$ cat config.mk
export PLATFORM = sky130hd
export DESIGN_NAME = lifo_bitrev_ctrl
export DESIGN_NICKNAME = d
export VERILOG_FILES = /design/src/rtl/lifo_bitrev_ctrl.sv
export SDC_FILE = /design/constraint.sdc
export NUM_CORES = 1
export LEC_CHECK = 0
export CAP_MARGIN = 5
export CORE_MARGIN = 4
export CORE_UTILIZATION = 38
export DETAILED_ROUTE_END_ITERATION = 8
export GPL_TIMING_DRIVEN = 1
export HOLD_SLACK_MARGIN = 0.08
export MAX_ROUTING_LAYER = met4
export SYNTH_ARGS = -nofsm -noshare
export SYNTH_HDL_FRONTEND = slang
export SYNTH_SLANG_ARGS = --single-unit
$ cat constraint.sdc
create_clock -name clk -period 2.7 [get_ports clk]
set_input_delay 0.405 -clock clk [delete_from_list [all_inputs] [get_ports clk]]
set_output_delay 0.405 -clock clk [all_outputs]
set_load 0.01 [all_outputs]
$ cat src/rtl/lifo_bitrev_ctrl.sv
// ============================================================================
// Module      : lifo_bitrev_ctrl
// Description : Word-to-serial initiator for a 1-bit push/pop stack. It pushes
//               a word LSB first, pops it back and returns the bit-reversed
//               word. The optional stall watchdog is enabled by defining
//               LIFO_CTRL_WDOG_EN.
// Revision    : 1.0 - initial release
// ============================================================================
`default_nettype none

module lifo_bitrev_ctrl #(
    parameter int DATA_W    = 8,
    parameter int DEPTH     = 8,
    parameter int STALL_MAX = 15
) (
    input  logic              clk,
    input  logic              rst_n,
    input  logic              s_valid,
    output logic              s_ready,
    input  logic [DATA_W-1:0] s_data,
    output logic              m_valid,
    input  logic              m_ready,
    output logic [DATA_W-1:0] m_data,
    output logic              stk_push,
    output logic              stk_pop,
    output logic              stk_din,
    input  logic              stk_dout,
    input  logic              stk_full,
    input  logic              stk_empty
`ifdef LIFO_CTRL_WDOG_EN
    ,
    output logic              err
`endif
);

    localparam int CNT_W = $clog2(DATA_W + 1);
    localparam logic [CNT_W-1:0] c_LAST = CNT_W'(DATA_W - 1);

    generate
        if (DATA_W < 1 || DATA_W > DEPTH || STALL_MAX < 1) begin : g_param_check
            $error("lifo_bitrev_ctrl: DATA_W must be 1..DEPTH and STALL_MAX >= 1");
        end
    endgenerate

    typedef enum logic [1:0] {
        S_IDLE = 2'd0,
        S_PUSH = 2'd1,
        S_POP  = 2'd2,
        S_OUT  = 2'd3
    } state_t;

    state_t            r_state;
    logic [CNT_W-1:0]  r_cnt;
    logic [DATA_W-1:0] r_sreg;
    logic [DATA_W-1:0] r_obuf;

    logic w_push;
    logic w_pop;
    logic w_last;
    logic w_sel_bit;

    // Stack strobes depend only on the registered state and the stack flags,
    // so they can never both be high and drop as soon as reset hits the state.
    assign w_push = (r_state == S_PUSH) && !stk_full;
    assign w_pop  = (r_state == S_POP)  && !stk_empty;
    assign w_last = (r_cnt == c_LAST);

    always_comb begin
        w_sel_bit = 1'b0;
        for (int k = 0; k < DATA_W; k++) begin
            if (r_cnt == CNT_W'(k)) begin
                w_sel_bit = r_sreg[k];
            end
        end
    end

    assign s_ready  = (r_state == S_IDLE);
    assign m_valid  = (r_state == S_OUT);
    assign m_data   = r_obuf;
    assign stk_push = w_push;
    assign stk_pop  = w_pop;
    assign stk_din  = (r_state == S_PUSH) && w_sel_bit;

`ifdef LIFO_CTRL_WDOG_EN
    localparam int SW = $clog2(STALL_MAX + 1);
    localparam logic [SW-1:0] c_STALL_LAST = SW'(STALL_MAX - 1);

    logic [SW-1:0] r_stall;
    logic          r_err;
    logic          w_stall;

    assign w_stall = ((r_state == S_PUSH) && stk_full) ||
                     ((r_state == S_POP)  && stk_empty);
    assign err     = r_err;
`endif

    always_ff @(posedge clk or negedge rst_n) begin
        if (!rst_n) begin
            r_state <= S_IDLE;
            r_cnt   <= '0;
            r_sreg  <= '0;
            r_obuf  <= '0;
`ifdef LIFO_CTRL_WDOG_EN
            r_stall <= '0;
            r_err   <= 1'b0;
`endif
        end else begin
            case (r_state)
                S_IDLE: begin
                    if (s_valid) begin
                        r_sreg  <= s_data;
                        r_cnt   <= '0;
                        r_state <= S_PUSH;
`ifdef LIFO_CTRL_WDOG_EN
                        r_err   <= 1'b0;
`endif
                    end
                end
                S_PUSH: begin
                    if (w_push) begin
                        if (w_last) begin
                            r_cnt   <= '0;
                            r_state <= S_POP;
                        end else begin
                            r_cnt <= r_cnt + CNT_W'(1);
                        end
                    end
                end
                S_POP: begin
                    if (w_pop) begin
                        // Top-of-stack is combinational, so it is valid in the pop cycle.
                        for (int k = 0; k < DATA_W; k++) begin
                            if (r_cnt == CNT_W'(k)) begin
                                r_obuf[k] <= stk_dout;
                            end
                        end
                        if (w_last) begin
                            r_cnt   <= '0;
                            r_state <= S_OUT;
                        end else begin
                            r_cnt <= r_cnt + CNT_W'(1);
                        end
                    end
                end
                S_OUT: begin
                    if (m_ready) begin
                        r_state <= S_IDLE;
                    end
                end
                default: begin
                    r_state <= S_IDLE;
                end
            endcase

`ifdef LIFO_CTRL_WDOG_EN
            // A stall that lasts STALL_MAX cycles abandons the partial word.
            if (w_stall) begin
                if (r_stall == c_STALL_LAST) begin
                    r_stall <= '0;
                    r_err   <= 1'b1;
                    r_cnt   <= '0;
                    r_state <= S_IDLE;
                end else begin
                    r_stall <= r_stall + SW'(1);
                end
            end else begin
                r_stall <= '0;
            end
`endif
        end
    end

endmodule

`default_nettype wire

==> reports/qor.yml, run 1 <==
sta:
  rsz0062_at_grt: "no"
  finalSetupTns_ns: 0
  skew_ns: 0.00590
  slew_viol_final: 0
  fmax_mhz: 432
  finalSetupViolCount: 0
  worst_slew_pin_slew_ns: 0.384
  hold_viol_final: 0
  fin_crit_sh: 0.857
  relSlewSlack: 0.743
  setup_ws_ns: 0.386
  finalCriticalPeriod_ns: 2.31
pwr:
  pwr_density_cell_nw_per_um2: 1010
  leakagePower_nw: 0.711
  ir_drop_v: 0.000450
critical_path:
  arrival_ns: 1.91
  reg2regPathDepth: 5
  cp_top_family: "buffers and inverters"
  crit_chain: "inv_1 > ha_1 > nor2b_1 > clkdlybuf4s50_1"
  critPathCaptureType: "primary output"
  path_buf_inv: 2
  crit_path_start_kind: "flop"
  cp_slowest_cell: "clkdlybuf4s50_1"
  cp_num_cells: 4
  cpPeakStageDelay_ns: 0.56
  crit_required_ns: 2.30
  critPathMaxFanout: 6
  path_class: "reg -> out"
  rrSetupSlack_ns: 0.79
synth:
  yosys.cell_types.count: 32
  synthTopCellsByArea: "dfrtp_1 45%, ha_1 9.2%, mux2_2 8.3%"
  ys_seq_elements: 22
  synth.largest_area_cell: "dfrtp_1"
  synthFlopType: "dfrtp_1"
  syn_area_sq_um: 1220
  synth_warnings: 0
  ys_seq_area_frac: 0.451
  synthesis.nets: 128
  synth_edf_count: 0
  syn_avg_cell_area_sq_um: 11.7
  synthArstFlopShare: 1.00
  synth_cells: 104
  yosysTopAreaCellShare: 0.451
final_layout:
  fin_nets: 162
  syn_to_final_growth_pct: 35.7
  drive_above_1_share: 0.204
  diodes: 0
  utilization: 0.543
global_routing:
  grt_pass1_vias: 877
  top_usage_layer: "met2"
  antenna_found_initial: 0
  grt_max_degree: 23
  met2_usage: 0.218
  gr-usage-met3: 0.0381
  track_usage: 0.134
  grt_pass1_wl_mm: 4.20
  met1_usage: 0.160
  grt_overflow_total: 0
place:
  place_hpwl_mm: 1.90
  port_buffers: 27
  pre_cts_ws_ns: 0.185
  gp_congestion: 0.772
routing:
  wl_per_cell_um: 14.1
  drt_iter0_markers: 26
  ant_nets: 0
  num_vias: 915
  drt_pre_antenna_iters: 4
  drc_errors: 0
  wl_mm: 2.55
  vias_per_cell: 5.06
cts:
  cts_htree_levels: 1
  cts_hold_buffers: 0
  cts-root-buf: "clkbuf_4"
  cts_sinks: 22
  clock_path_buffers: 2
  clkLatencyLatePin_ns: 0.31
  clk_pin_slew_ns: 0.12
  cts_tree: "built"
  numCtsBuffers: 3
floorplan:
  dieHeight_um: 64.7
  die-area_sq_um: 4180
  start_util: 0.400
  coreArea_sq_um: 3050
  rows: 20
  io_pins: 28
  die_x_um: 64.7
status:
  status: "finished clean"
hold_path:
  hold_path.class: "in -> async"
flow_run:
  maxCapViolCount: 0
[layer usage]
metal | wire, um | share of wire
met5 | 0 | 0
met4 | 34 | 0.013
met3 | 140 | 0.055
met2 | 1270 | 0.50
met1 | 1110 | 0.43
[Yosys cell counts (all sizes together), types with 2 or more instances]
library cell  count
nand3             2
ha                9
nand2            11
dfrtp            22
nor2b             6
o211ai            2
mux2i             2
inv               5
a21oi             3
nand3b            4
mux2             18
o31ai             2
[report_power, final]
| part | leakage (nW) | internal (mW) | switching, mW |
|---|---|---|---|
| Clock | 0.0210 | 0.0824 | 0.100 |
| Sequential | 0.275 | 0.475 | 0.106 |
| Combinational | 0.415 | 0.511 | 0.402 |
| Total | 0.711 | 1.07 | 0.609 |
[repair_timing]
action | in CTS | in global routing
gates resized for setup | 9 | 5
endpoints found under the setup margin | 1 | 1
pin swaps | 0 | 1
setup buffers | 2 | 0
cloned | 0 | 0
[flip-flops by register name (all words and copies together) (netlist names)]
signal,count
r_state,2
m_data,8
r_cnt,4
r_sreg,8
[cells by family (layout without fill, tap and decap cells)]
| group | count (synthesis) | in the layout | share of synthesized area |
|---|---|---|---|
| AND/OR/NAND/NOR | 33 | 33 | 0.166 |
| multiplexers | 20 | 20 | 0.185 |
| buffers and inverters | 7 | 40 | 0.0225 |
| flip-flops | 22 | 22 | 0.451 |
| adder cells (fa/ha/maj) | 9 | 9 | 0.0922 |
| AO/OA/AOI/OAI | 13 | 13 | 0.0830 |
[worst reg2reg max path, cell delays in order (launching register included)]
cell and delay, ns:
dfrtp_1 0.43, inv_1 0.10, ha_1 0.27, or2_0 0.23, a2111o_1 0.47, mux2_4 0.31
[layout by cell type, fill, tap and decap left out, types with 4 or more instances in the layout]
cell type	n
clkdlybuf4s50_1	26
buf_4	4
mux2_1	8
dfrtp_1	21
ha_1	5
nor2b_1	6
mux2_2	9
nand3b_1	4
nand2_1	11
[final timing paths]
check | startpoint | end
max in group asynchronous | rst_n | r_cnt[0]$_DFFE_PN0P_
min in group clk | m_data[5]$_DFFE_PN0P_ | m_data[5]$_DFFE_PN0P_
hold / removal | rst_n | m_data[3]$_DFFE_PN0P_
hold reg to reg | m_data[5]$_DFFE_PN0P_ | m_data[5]$_DFFE_PN0P_
setup / recovery | r_state[0]$_DFFE_PN0P_ | stk_pop
setup reg to reg | r_state[0]$_DFFE_PN0P_ | r_state[1]$_DFFE_PN0P_
[area by class of cell]
class                           instances  area [sq um]
Inverter                                5          21.3
Clock buffer                            4          36.3
Fill cell                             287          1400
Tap cell                               44          55.1
Sequential cell                        22           552
Timing Repair Buffer                   31           303
Multi-Input combinational cell         75           689
[per-stage QoR]
stage / area (sq um) / total power [mW] / instances / hold slack [ns]
2_1_floorplan: 1220 / 1.11 / 104 / 0.109
3_3_place_gp: 1550 / 1.40 / 175 / 0.473
3_5_place_dp: 1550 / 1.42 / 175 / 0.480
4_1_cts: 1640 / 1.66 / 181 / 0.432
5_1_grt: 1660 / 1.81 / 181 / 0.435
6_report: 1660 / 1.68 / 181 / 0.422
Power figures use the tool's default switching activity.
==> run 2, diff against run 1 <==
Settings changed: CELL_PAD_IN_SITES_DETAIL_PLACEMENT set to 1, CELL_PAD_IN_SITES_GLOBAL_PLACEMENT set to 1, PLACE_DENSITY_LB_ADDON set to 0.1.
==> reports/qor.yml, run 2 (same netlist as run 1, synthesis figures left out) <==
critical_path:
  crit_required_ns: 2.30
  crit_path_start_kind: "flop"
  path_buf_inv: 3
  cp-startpoint: "r_cnt[1]$_DFFE_PN0P_"
  arrival_ns: 2.13
  critPathMaxFanout: 7
  path_class: "reg -> out"
  rrSetupSlack_ns: 0.75
  r2r_end: "r_state[1]$_DFFE_PN0P_"
  cp_slowest_cell: "dfrtp_1"
  crit_chain: "buf_4 > ha_1 > buf_4 > a211oi_1 > a21oi_1 > o2111a_1 > dlygate4sd2_1"
  reg2regPathDepth: 5
  crit_top_cell: "buf_4"
  cp_top_family: "buffers and inverters"
  critPathCaptureType: "primary output"
  r2r-start: "r_state[0]$_DFFE_PN0P_"
  cpPeakStageDelay_ns: 0.43
final_layout:
  diodes: 0
  fillerInstances: 342
  syn_to_final_growth_pct: 36.3
  utilization: 0.545
  seq_area_sq_um: 552
  multi_input_area_sq_um: 672
  mostFrequentLayoutCell: "clkdlybuf4s50_1"
  drive_above_1_share: 0.194
  stdcell_count: 183
  fin_nets: 164
  fin_area_sq_um: 1660
  most-common-layout-cells: "26 x clkdlybuf4s50_1, 21 x dfrtp_1, 11 x nand2_1"
pwr:
  ir_drop_v: 0.000448
  leakagePower_nw: 0.714
  pwr_density_cell_nw_per_um2: 1050
sta:
  hold_viol_final: 0
  finalSetupTns_ns: 0
  rsz0062_at_grt: "no"
  whs_ns: 0.433
  skew_ns: 0.00468
  slew_viol_final: 0
  fmax_mhz: 395
  relSlewSlack: 0.728
  finalSetupViolCount: 0
  worst_slew_pin_slew_ns: 0.407
  fin_crit_sh: 0.937
  finalCriticalPeriod_ns: 2.53
place:
  place_hpwl_mm: 2.20
  dpl_cell_area_sq_um: 1560
  gp_congestion: 0.837
  dp_cells: 176
  port_buffers: 27
routing:
  drc_errors: 0
  ant_nets: 0
  drt_iter0_markers: 19
  wl_mm: 2.80
  wl_per_cell_um: 15.3
  num_vias: 932
  drt_pre_antenna_iters: 2
  vias_per_cell: 5.09
floorplan:
  coreArea_sq_um: 3050
  dieHeight_um: 64.7
  die-area_sq_um: 4180
  die_x_um: 64.7
  start_util: 0.400
  io_pins: 28
  rows: 20
cts:
  cts_hold_buffers: 0
  clk_pin_slew_ns: 0.13
  clkLatencyLatePin_ns: 0.31
  clock_path_buffers: 2
  cts_htree_levels: 1
  numCtsBuffers: 3
  cts_tree: "built"
  cts_sinks: 22
  cts-root-buf: "clkbuf_4"
hold_path:
  hold_path.class: "in -> async"
global_routing:
  grt_pass1_wl_mm: 4.78
  antenna_found_initial: 0
  grt_pass1_vias: 1001
  grt_max_degree: 23
  grt_overflow_total: 0
  track_usage: 0.153
status:
  status: "finished clean"
flow_run:
  maxCapViolCount: 0
run 2: worst max-delay path by stage:
stage	slack, ns	to	cells past startpoint
2_1_floorplan	0.86	stk_din	5
3_3_place_gp	0.27	stk_din	6
3_5_place_dp	0.19	stk_din	6
4_1_cts	0.15	stk_din	7
5_1_grt	0.03	stk_din	7
6_report	0.17	stk_din	7
run 2: layout make-up:
type / count / share of cell area
inverters: 5 / 0.0113
multi-input cells: 75 / 0.404
flip-flops and latches: 22 / 0.332
repair buffers: 33 / 0.189
clock buffers: 3 / 0.0135
well taps: 44 / 0.0331
clock inverters: 1 / 0.0180
run 2: power breakdown:
group          switching (mW)  internal [mW]  total (mW)
Sequential              0.104          0.475       0.580
Clock                   0.104          0.150       0.253
Combinational           0.407          0.502       0.908
Total                   0.614           1.13        1.74
run 2: repair_timing:
item / in CTS / in global routing
setup buffers: 3 / 0
hold endpoints to repair: 0 / 0
setup endpoints to repair: 1 / 0
gates resized for setup: 9 / 0
run 2: routing by layer:
metal | vias to the layer above | wire length (um) | GRT usage
met5 | - | 0 | -
met1 | 469 | 1350 | 0.195
met3 | 2 | 75 | 0.0295
met2 | 14 | 1360 | 0.251
li1 | 447 | - | -
met4 | 0 | 11 | 0.0396
run 2: metrics by stage:
stage          setup slack [ns]  total power, mW
6_report                  0.169             1.74
5_1_grt                  0.0319             1.88
4_1_cts                   0.149             1.76
3_5_place_dp              0.186             1.45
3_3_place_gp              0.272             1.41
2_1_floorplan             0.860             1.11
